===== src/rtl/dram_pkg.sv =====
// Shared types and default constants for the multi-lane DRAM behavioural model.
package dram_pkg;

  typedef enum logic [1:0] {
    StIdle,
    StWait,
    StReply
  } dram_state_e;

  localparam int unsigned LANES_DEF   = 8;
  localparam int unsigned DATA_W_DEF  = 8;
  localparam int unsigned DEPTH_DEF   = 64;
  localparam int unsigned ADDR_W_DEF  = 64;
  localparam int unsigned LATENCY_DEF = 20;

endpackage


===== src/rtl/dram_lat_ctrl.sv =====
// Latency sequencer: accepts one request from IDLE, waits LATENCY cycles, then pulses reply.
module dram_lat_ctrl
  import dram_pkg::*;
#(
  parameter int unsigned LATENCY = LATENCY_DEF
) (
  input  logic clk,
  input  logic reset,
  input  logic req_valid,
  output logic req_ready,
  output logic capture,
  output logic reply
);

  localparam int unsigned CNT_W = $clog2(LATENCY + 1);
  localparam logic [CNT_W-1:0] CntLast = CNT_W'(LATENCY - 1);

  dram_state_e      state_q;
  logic [CNT_W-1:0] cnt_q;
  logic             ready_q;
  logic             reply_q;

  assign req_ready = ready_q;
  assign reply     = reply_q;
  assign capture   = req_valid && ready_q;

  // The REPLY cycle starts LATENCY-1 WAIT cycles after the accept edge.
  always_ff @(posedge clk) begin
    if (reset) begin
      state_q <= StIdle;
      cnt_q   <= '0;
      ready_q <= 1'b1;
      reply_q <= 1'b0;
    end else begin
      unique case (state_q)
        StIdle: begin
          if (req_valid) begin
            ready_q <= 1'b0;
            if (LATENCY == 1) begin
              state_q <= StReply;
              reply_q <= 1'b1;
            end else begin
              state_q <= StWait;
              cnt_q   <= CNT_W'(1);
            end
          end
        end
        StWait: begin
          if (cnt_q == CntLast) begin
            state_q <= StReply;
            reply_q <= 1'b1;
            cnt_q   <= '0;
          end else begin
            cnt_q <= cnt_q + 1'b1;
          end
        end
        StReply: begin
          state_q <= StIdle;
          reply_q <= 1'b0;
          ready_q <= 1'b1;
        end
        default: begin
          state_q <= StIdle;
          cnt_q   <= '0;
          ready_q <= 1'b1;
          reply_q <= 1'b0;
        end
      endcase
    end
  end

endmodule


===== config.mk =====
export PLATFORM = sky130hd
export DESIGN_NAME = dram_lat_ctrl
export DESIGN_NICKNAME = d
export VERILOG_FILES = /design/src/rtl/dram_pkg.sv /design/src/rtl/dram_lat_ctrl.sv
export SDC_FILE = /design/constraint.sdc
export NUM_CORES = 1
export LEC_CHECK = 0
export CAP_MARGIN = 10
export CORE_MARGIN = 4
export CORE_UTILIZATION = 28
export DETAILED_ROUTE_END_ITERATION = 10
export GPL_TIMING_DRIVEN = 1
export PLACE_DENSITY = 0.44
export SLEW_MARGIN = 10
export SYNTH_ARGS = -nofsm -noshare
export SYNTH_HDL_FRONTEND = slang
export SYNTH_SLANG_ARGS = --single-unit

===== constraint.sdc =====
create_clock -name clk -period 2.5 [get_ports clk]
set_clock_uncertainty 0.1 [all_clocks]
set_input_delay 0.5 -clock clk [delete_from_list [all_inputs] [get_ports clk]]
set_output_delay 0.5 -clock clk [all_outputs]
set_load 0.1 [all_outputs]

==> run_results.csv, run 1 <==
group,metric,value,unit
die,start_util,31.04,%
clocking,clockBufferDepth,2,
timing,setup-tns-final,0,ps
yosys,synth_ff_type,"dfxtp_1",
clocking,postCtsSetupBuffers,0,
status,status,"finished clean",
detailed_routing,drt_iter0_drc,8,
setup_path,end_kind,"primary output",
setup_path,critPathTopFamily,"buffers and inverters",
die,die_x,46.92,um
yosys,ys_warn_count,0,
setup_path,critPathKind,"in -> out",
yosys,post_synth_and_or_nand_nor_area_fraction,32.15,%
detailed_routing,dr.pass1.iters,4,
yosys,syn_inst,47,
timing,fmax,503.7,MHz
yosys,synth_edf_count,0,
setup_path,path_max_fanout,4,
clocking,cts.sinks,9,
final_layout,final_common_cell,"dfxtp_1",
timing,hold_violations,0,
timing,rsz0062_at_grt,"false",
die,core.rowCount,13,
yosys,muxShareOfSynthArea,0,%
final_layout,nets,61,
detailed_routing,drc,0,
die,die_h,46.92,um
yosys,synth_top_family_by_area,"simple AND/OR/NAND/NOR gates",
setup_path,start_kind,"primary input",
yosys,ys_seq_elements,9,
clocking,htree_levels,1,
detailed_routing,vias,378,
final_layout,final_cell_mix,"9 x dfxtp_1, 5 x nand3_1",
final_layout,areaGrowthSynthToFinish,22.71,%
yosys,synth_xor_area_share,0,%
global_route,grt_pass1_vias,354,
timing,period_needed,1985,ps
timing,setup_ws,514.6,ps
timing,setup_violations,0,
place,place_ws,515.8,ps
detailed_routing,wl_per_cell,12.04,um
clocking,ctsHoldBuffers,0,
detailed_routing,vias_per_cell,5.324,
timing,maxSlewViolCount,0,
setup_path,path_cells,"clkdlybuf4s50_1 > and2_1 > buf_12",
flow_run,drv_cap,0,
yosys,syn_area,424.2,sq um
clocking,insertion_delay,260,ps
setup_path,crit_arrival,1390,ps
yosys,async_reset_ff_share,0,%
yosys,synth_fa_ha_area_share,2.950,%
timing,tightest_slew,259.5,ps
global_route,grt_max_degree,10,
place,port_buffers,5,
yosys,synth-compound-area-share,17.11,%
clocking,ctsResizeCount,0,
final_layout,layout-drive-gt1-share,14.29,%
pwr,leakage,0.1916,nW
die,io_pins,6,
pwr,power.total,0.3195,mW
detailed_routing,ant_nets,0,
yosys,syn_nets,51,
setup_path,required,1900,ps
yosys,syn-mean-instance-area,9.025,sq um
setup_path,slowest_delay,510,ps
final_layout,diodes,0,
timing,maxSlewHeadroom,82.47,%
global_route,grt_pass1_wl,1.538,mm
die,dieArea,2201,sq um
global_route,grt_overflow_total,0,
yosys,synth.distinct_cells,24,
clocking,clkTransAtPathRegs,60,ps
clocking,cts_buffers,3,
setup_path,slowest_stage,"clkdlybuf4s50_1",
place,dp_hpwl,635.9,um
detailed_routing,wl,855,um
worst_hold_path,hp-class,"reg -> reg",
pwr,powerDensity,613.9,nW/um^2
pwr,ir_worst_vdd,0.0003042,V
global_route,grt_use_total,10.17,%
clocking,cts_tree,"yes",
clocking,root_buffer,"clkbuf_4",
yosys,ys_seq_area_share,42.48,%
final_layout,fillers,145,
die,coreArea,1366,sq um
timing,fin_crit_sh,79.42,%
setup_path,path_buf_inv,2,
place,gp_congestion,0.7287,
global_route,antenna_found_initial,0,
-- cells by family (layout without fill, tap and decap cells) --
family                     Yosys count  in the layout
and+or+nand+nor                     22             22
AOI/OAI and AO/OA                   11             11
DFF                                  9              9
buffers and inverters                4             13
adders and majority gates            1              1
-- area by class of cell --
| class | instances | area, sq um | share of cell area, % |
|---|---|---|---|
| clock buffer | 4 | 26.28 | 5.048 |
| sequential | 9 | 180.2 | 34.62 |
| timing repair buffer | 6 | 62.56 | 12.02 |
| tap | 15 | 18.77 | 3.606 |
| inverter | 3 | 11.26 | 2.163 |
| multi-input combinational | 34 | 221.5 | 42.55 |
-- sequential cells by signal, summed over array words and instances (netlist names) --
register   cells
reply          1
state_q        2
req_ready      1
cnt_q          5
-- worst paths after layout --
kind                          start                     end  slack, ps  cells after the start
max reg2reg   cnt_q[0]$_SDFFE_PP0P_   cnt_q[2]$_SDFFE_PP0P_        890                      4
max                       req_valid                 capture        510                      3
min reg2reg  req_ready$_SDFFE_PP1P_  req_ready$_SDFFE_PP1P_        390                      2
min          req_ready$_SDFFE_PP1P_  req_ready$_SDFFE_PP1P_        390                      2
-- stage by stage --
step / util [%] / cells / hold slack [ps] / cell area, sq um
3_3_place_gp: 36.17 / 67 / 360.7 / 494.2
4_1_cts: 38.10 / 71 / 397.9 / 520.5
3_5_place_dp: 36.17 / 67 / 384.9 / 494.2
5_1_grt: 38.10 / 71 / 434.4 / 520.5
6_report: 38.10 / 71 / 389.6 / 520.5
2_1_floorplan: - / 47 / 365.8 / 424.2
-- routing by layer --
layer | vias to the layer above | global-route usage, % | wire (um) | part of all wire [%]
li1 | 196 | - | - | -
met1 | 173 | 13.04 | 425 | 50
met2 | 9 | 14.36 | 372 | 44
met3 | 0 | 6.897 | 56 | 6.5
met4 | 0 | 1.657 | 0 | 0
met5 | - | 0 | 0 | 0
-- power by group --
| part | internal [mW] | leakage, nW | switching (mW) |
|---|---|---|---|
| sequential | 0.149 | 0.0735 | 0.00540 |
| combinational | 0.0185 | 0.103 | 0.0337 |
| clock | 0.0616 | 0.0150 | 0.0516 |
-- cells in the mapped netlist (all sizes together), types with 2 or more instances --
cell type / n / share of area (%)
dfxtp: 9 / 42
nand3: 5 / 5.9
inv: 3 / 2.7
nand2b: 3 / 4.4
o21ai: 3 / 3.5
a21oi: 2 / 2.4
a31oi: 2 / 2.9
nor2: 2 / 1.8
nor3: 2 / 2.4
or3: 2 / 2.9
-- worst min-delay path, delay by kind of cell (launching register included) --
family,cells,cell delay (ps)
simple gates,1,50
compound gates,1,70
flops,1,320
Power figures use the tool's default switching activity.
==> inputs of run 2 (changes only) <==
--- a/config.mk
+++ b/config.mk
@@ -10,7 +10,7 @@
 export CORE_UTILIZATION = 28
 export DETAILED_ROUTE_END_ITERATION = 10
 export GPL_TIMING_DRIVEN = 1
-export PLACE_DENSITY = 0.44
+export PLACE_DENSITY = 0.45
 export SLEW_MARGIN = 10
 export SYNTH_ARGS = -nofsm -noshare
 export SYNTH_HDL_FRONTEND = slang
==> constraint.sdc (replaced) <==
create_clock -name clk -period 1.7 [get_ports clk]
set_clock_uncertainty 0.1 [all_clocks]
set_input_delay 0.34 -clock clk [delete_from_list [all_inputs] [get_ports clk]]
set_output_delay 0.34 -clock clk [all_outputs]
set_load 0.1 [all_outputs]
==> run 2 against run 1 <==
  * Worst setup slack lost 480 ps
  * Non-clock buffer count unchanged
  * Critical path depth is the same
  * Largest power group unchanged
  * Final cell count did not move
  * Worst hold slack improved by 6.0 ps
  * Global-route usage grew 0.71 points
  * Flip-flop and latch count unchanged
  * Die area unchanged
==> run_results.csv, run 2 (synthesis gave the netlist of run 1 again) <==
group,metric,value,unit
die,dieArea,2201,sq um
clocking,cts_buffers,3,
setup_path,end_kind,"primary output",
place,gp_congestion,0.8344,
setup_path,critPathKind,"in -> out",
final_layout,diodes,0,
final_layout,post-route-util,40.29,%
detailed_routing,dr.pass1.iters,4,
setup_path,start_kind,"primary input",
final_layout,largest_register_ff_count,5,
setup_path,path_buf_inv,2,
flow_run,drv_cap,0,
detailed_routing,vias,392,
timing,tightest_slew,240.9,ps
pwr,powerDensity,883.5,nW/um^2
global_route,grt_overflow_total,0,
timing,hold_violations,0,
final_layout,areaGrowthSynthToFinish,29.79,%
die,io_pins,6,
timing,period_needed,1666,ps
die,die_x,46.92,um
worst_hold_path,hp-class,"reg -> reg",
setup_path,path_cells,"clkdlybuf4s50_1 > and2_2 > buf_12",
setup_path,slowest_delay,530,ps
final_layout,final_common_cell,"dfxtp_1",
detailed_routing,vias_per_cell,5.521,
setup_path,required,1260,ps
setup_path,critPathTopFamily,"buffers and inverters",
timing,maxSlewHeadroom,83.73,%
clocking,insertion_delay,270,ps
setup_path,slowest_stage,"clkdlybuf4s50_1",
final_layout,fin_area,550.5,sq um
final_layout,final_cell_mix,"8 x dfxtp_1, 5 x nand3_1",
clocking,clockBufferDepth,2,
timing,fin_crit_sh,97.98,%
final_layout,layout-drive-gt1-share,19.64,%
pwr,power.total,0.4864,mW
status,status,"finished clean",
global_route,grt_pass1_vias,344,
place,dpl-instance-area,521.8,sq um
clocking,clkTransAtPathRegs,60,ps
pwr,ir_worst_vdd,0.0003787,V
timing,rsz0062_at_grt,"false",
global_route,antenna_found_initial,0,
setup_path,path_max_fanout,4,
detailed_routing,ant_nets,0,
clocking,htree_levels,1,
setup_path,crit_arrival,1230,ps
timing,setup_violations,0,
global_route,grt_max_degree,10,
timing,maxSlewViolCount,0,
timing,timing.hold.ws,395.6,ps
place,port_buffers,5,
clocking,ctsHoldBuffers,0,
global_route,grt_use_total,10.88,%
die,start_util,31.04,%
die,coreArea,1366,sq um
die,core.rowCount,13,
detailed_routing,drc,0,
final_layout,reg_top3,"cnt_q (5), state_q (2)",
timing,fmax,600.4,MHz
detailed_routing,drt_iter0_drc,9,
final_layout,max_flop_register,"cnt_q",
die,die_h,46.92,um
global_route,grt_pass1_wl,1.538,mm
clocking,cts.sinks,9,
clocking,root_buffer,"clkbuf_4",
detailed_routing,wl_per_cell,13.31,um
pwr,leakage,0.1978,nW
clocking,cts_tree,"yes",
place,dp_hpwl,659.3,um
detailed_routing,wl,945,um
final_layout,nets,61,
run 2: cell counts in the layout (fill, tap and decap cells not counted):
No cell type changed its count.
run 2: final cells by class:
| cell class | instances | area, sq um |
|---|---|---|
| Fill cell | 146 | 815.8 |
| Inverter | 3 | 11.26 |
| Clock buffer | 4 | 26.28 |
| Timing Repair Buffer | 6 | 87.58 |
| Multi-Input combinational cell | 34 | 225.2 |
| Sequential cell | 9 | 181.4 |
| Tap cell | 15 | 18.77 |
run 2: through the flow:
stage / std cells / worst slack (ps) / setup TNS [ps]
after global routing: 71 / 18.79 / 0
after detailed placement: 67 / -47.34 / -47.34
after floorplan: 47 / 38.50 / 0
after global placement: 67 / -4.477 / -4.477
final: 71 / 34.31 / 0
after CTS: 71 / 31.44 / 0
run 2: path summary, 6_finish.rpt:
path | startpoint | to | slack, ps | cells after the start
min reg2reg | req_ready$_SDFFE_PP1P_ | req_ready$_SDFFE_PP1P_ | 400 | 2
max reg2reg | cnt_q[0]$_SDFFE_PP0P_ | cnt_q[2]$_SDFFE_PP0P_ | 100 | 4
max | req_valid | capture | 30 | 3
min | req_ready$_SDFFE_PP1P_ | req_ready$_SDFFE_PP1P_ | 400 | 2
run 2: routing by layer:
layer  part of all wire, %  routed length [um]  up-vias  global-route usage (%)
li1                      -                   -      194                       -
met1                    46                 436      181                   12.39
met2                    45                 427       13                   14.09
met3                   6.1                  58        4                   4.598
met4                   2.3                  22        0                   12.15
met5                     0                   0        -                       0
run 2: worst reg2reg max path, cell delays in order (launching register included):
cell	delay (ps)
dfxtp_1	370
ha_2	240
or3b_1	340
or4_1	400
o21ai_0	80
run 2: power breakdown:
| group | switching [mW] | internal, mW | total (mW) |
|---|---|---|---|
| clock | 0.0844 | 0.0910 | 0.175 |
| sequential | 0.00928 | 0.219 | 0.228 |
| combinational | 0.0499 | 0.0328 | 0.0827 |
| total | 0.144 | 0.343 | 0.486 |
run 2: what timing repair did:
action,CTS,global route
setup endpoints to repair,0,1
setup buffers,0,0
gates resized for setup,0,1
==> inputs of run 3 (changes only) <==
--- a/config.mk
+++ b/config.mk
@@ -9,8 +9,8 @@
 export CORE_MARGIN = 4
 export CORE_UTILIZATION = 28
 export DETAILED_ROUTE_END_ITERATION = 10
-export GPL_TIMING_DRIVEN = 1
 export PLACE_DENSITY = 0.45
+export RECOVER_POWER = 50
 export SLEW_MARGIN = 10
 export SYNTH_ARGS = -nofsm -noshare
 export SYNTH_HDL_FRONTEND = slang
==> run 3 against run 2 <==
  * Final cell count stayed put
  * Core utilization is 2.2 points lower
  * Critical path depth stayed put
  * Flip-flop and latch count stayed put
  * Highest routed layer unchanged
  * Largest cell class unchanged
  * Count of clock-buffer cells in the layout stayed put
  * Global-route usage stayed put
==> run_results.csv, run 3 (synthesis gave the netlist of run 1 again) <==
group,metric,value,unit
status,status,"finished clean",
setup_path,ff2ff_setup_slack,100,ps
clocking,cts_buffers,3,
timing,setup-tns-final,0,ps
place,port_buffers,5,
global_route,grt_pass1_wl,1.538,mm
die,dieArea,2201,sq um
setup_path,slowest_stage,"clkdlybuf4s50_1",
detailed_routing,drt_iter0_drc,4,
timing,tightest_slew,542.0,ps
die,io_pins,6,
detailed_routing,vias_per_cell,5.465,
timing,fin_crit_sh,97.88,%
final_layout,diodes,0,
clocking,htree_levels,1,
setup_path,path_buf_inv,2,
timing,period_needed,1664,ps
global_route,grt_overflow_total,0,
flow_run,drv_cap,0,
pwr,leakage,0.1910,nW
setup_path,worst-r2r-cell-count,4,
global_route,antenna_found_initial,0,
pwr,clkPwrFrac,36.5,%
final_layout,reg_top3,"cnt_q (5), state_q (2)",
final_layout,final_common_cell,"dfxtp_1",
global_route,grt_use_total,10.88,%
clocking,root_buffer,"clkbuf_4",
clocking,clockBufferDepth,2,
place,place_ws,-47.34,ps
detailed_routing,wl,963,um
detailed_routing,dr.pass1.iters,5,
pwr,internal_power,0.3370,mW
setup_path,path_cells,"clkdlybuf4s50_1 > and2_2 > buf_12",
final_layout,final_cells,71,
setup_path,required,1260,ps
pwr,p_seq_share,47.5,%
detailed_routing,drc,0,
clocking,insertion_delay,270,ps
setup_path,path_max_fanout,4,
pwr,power.total,0.4787,mW
timing,setup_ws,36.10,ps
final_layout,layout-drive-gt1-share,17.86,%
worst_hold_path,hp-start,"req_ready$_SDFFE_PP1P_",
final_layout,fillers,150,
die,coreArea,1366,sq um
final_layout,fin_area,520.5,sq um
pwr,powerDensity,919.6,nW/um^2
clocking,cts_tree,"yes",
setup_path,end_kind,"primary output",
setup_path,rr_endpoint,"cnt_q[2]$_SDFFE_PP0P_",
die,core.rowCount,13,
pwr,sw_frac_of_total,29.60,%
setup_path,start_kind,"primary input",
worst_hold_path,hp-class,"reg -> reg",
pwr,ir_worst_vdd,0.0003783,V
setup_path,worstReg2RegStart,"cnt_q[0]$_SDFFE_PP0P_",
final_layout,final_cell_mix,"8 x dfxtp_1, 5 x nand3_1",
worst_hold_path,min_to,"req_ready$_SDFFE_PP1P_",
die,die_h,46.92,um
setup_path,crit_arrival,1220,ps
global_route,grt_max_degree,10,
timing,maxSlewHeadroom,64.02,%
timing,setup_violations,0,
detailed_routing,vias,388,
timing,hold_violations,0,
detailed_routing,ant_nets,0,
detailed_routing,wl_per_cell,13.56,um
timing,maxSlewViolCount,0,
place,gp_congestion,0.8344,
setup_path,critPathTopFamily,"buffers and inverters",
timing,fmax,601.0,MHz
final_layout,areaGrowthSynthToFinish,22.71,%
timing,rsz0062_at_grt,"false",
clocking,ctsHoldBuffers,0,
pwr,switchingPower,0.1417,mW
pwr,p_comb_share,16.1,%
setup_path,critPathKind,"in -> out",
final_layout,largest_register_ff_count,5,
place,dp_hpwl,659.3,um
final_layout,max_flop_register,"cnt_q",
place,dpl-instance-area,521.8,sq um
global_route,grt_pass1_vias,344,
place,dp.cells,67,
setup_path,slowest_delay,530,ps
clocking,cts.sinks,9,
final_layout,nets,61,
die,start_util,31.04,%
die,die_x,46.92,um
worst_hold_path,hold_depth,2,
clocking,clkTransAtPathRegs,60,ps
==> run 3: cell count changes in the layout (fill, tap and decap cells not counted) <==
cell	delta
and4bb_2	-1
clkbuf_2	+2
and4bb_1	+1
buf_12	-2
==> run 3: metrics by stage <==
step           util (%)  hold WS [ps]
2_1_floorplan         -         365.8
3_3_place_gp      38.19         374.8
4_1_cts           40.11         396.9
3_5_place_dp      38.19         385.6
6_report          38.10         373.5
5_1_grt           38.10         425.3
==> run 3: final cells by class <==
cell class              count  area, sq um  share of cell area [%]
well taps                  15        18.77                   3.606
flip-flops and latches      9        181.4                   34.86
multi-input cells          34        225.2                   43.27
clock buffers               4        26.28                   5.048
repair buffers              6        57.56                   11.06
inverters                   3        11.26                   2.163
==> run 3: per-layer routing <==
layer | global-route usage, % | vias up | part of all wire [%]
met4 | 12.15 | 0 | 2.3
met2 | 14.09 | 13 | 45
li1 | - | 193 | -
met5 | 0 | - | 0
met3 | 4.598 | 4 | 8.0
met1 | 12.39 | 178 | 45
==> run 3: power groups by stage <==
stage               logic [mW]  registers, mW  clock network, mW
CTS                     0.0827          0.228              0.180
floorplan               0.0413          0.244                  0
detailed placement      0.0822          0.233                  0
global placement        0.0805          0.232                  0
global route            0.0826          0.229              0.196
finish                  0.0770          0.227              0.175
==> run 3: worst min-delay path, stage by stage, from the launching register on <==
cell and delay, ps:
dfxtp_2 320, o21ai_0 70, nand2_1 50
==> run 3: worst max-delay path by stage <==
stage / from / to / slack [ps] / cells past startpoint
floorplan: req_ready$_SDFFE_PP1P_ / capture / 40 / 1
global placement: reset / cnt_q[2]$_SDFFE_PP0P_ / -4 / 4
detailed placement: reset / cnt_q[2]$_SDFFE_PP0P_ / -50 / 4
CTS: req_valid / capture / 30 / 3
global route: req_valid / capture / 20 / 3
finish: req_valid / capture / 40 / 3
==> run 3: what timing repair did <==
item,in CTS,in global routing
gates resized for setup,0,1
setup buffers,0,0
setup endpoints to repair,0,1
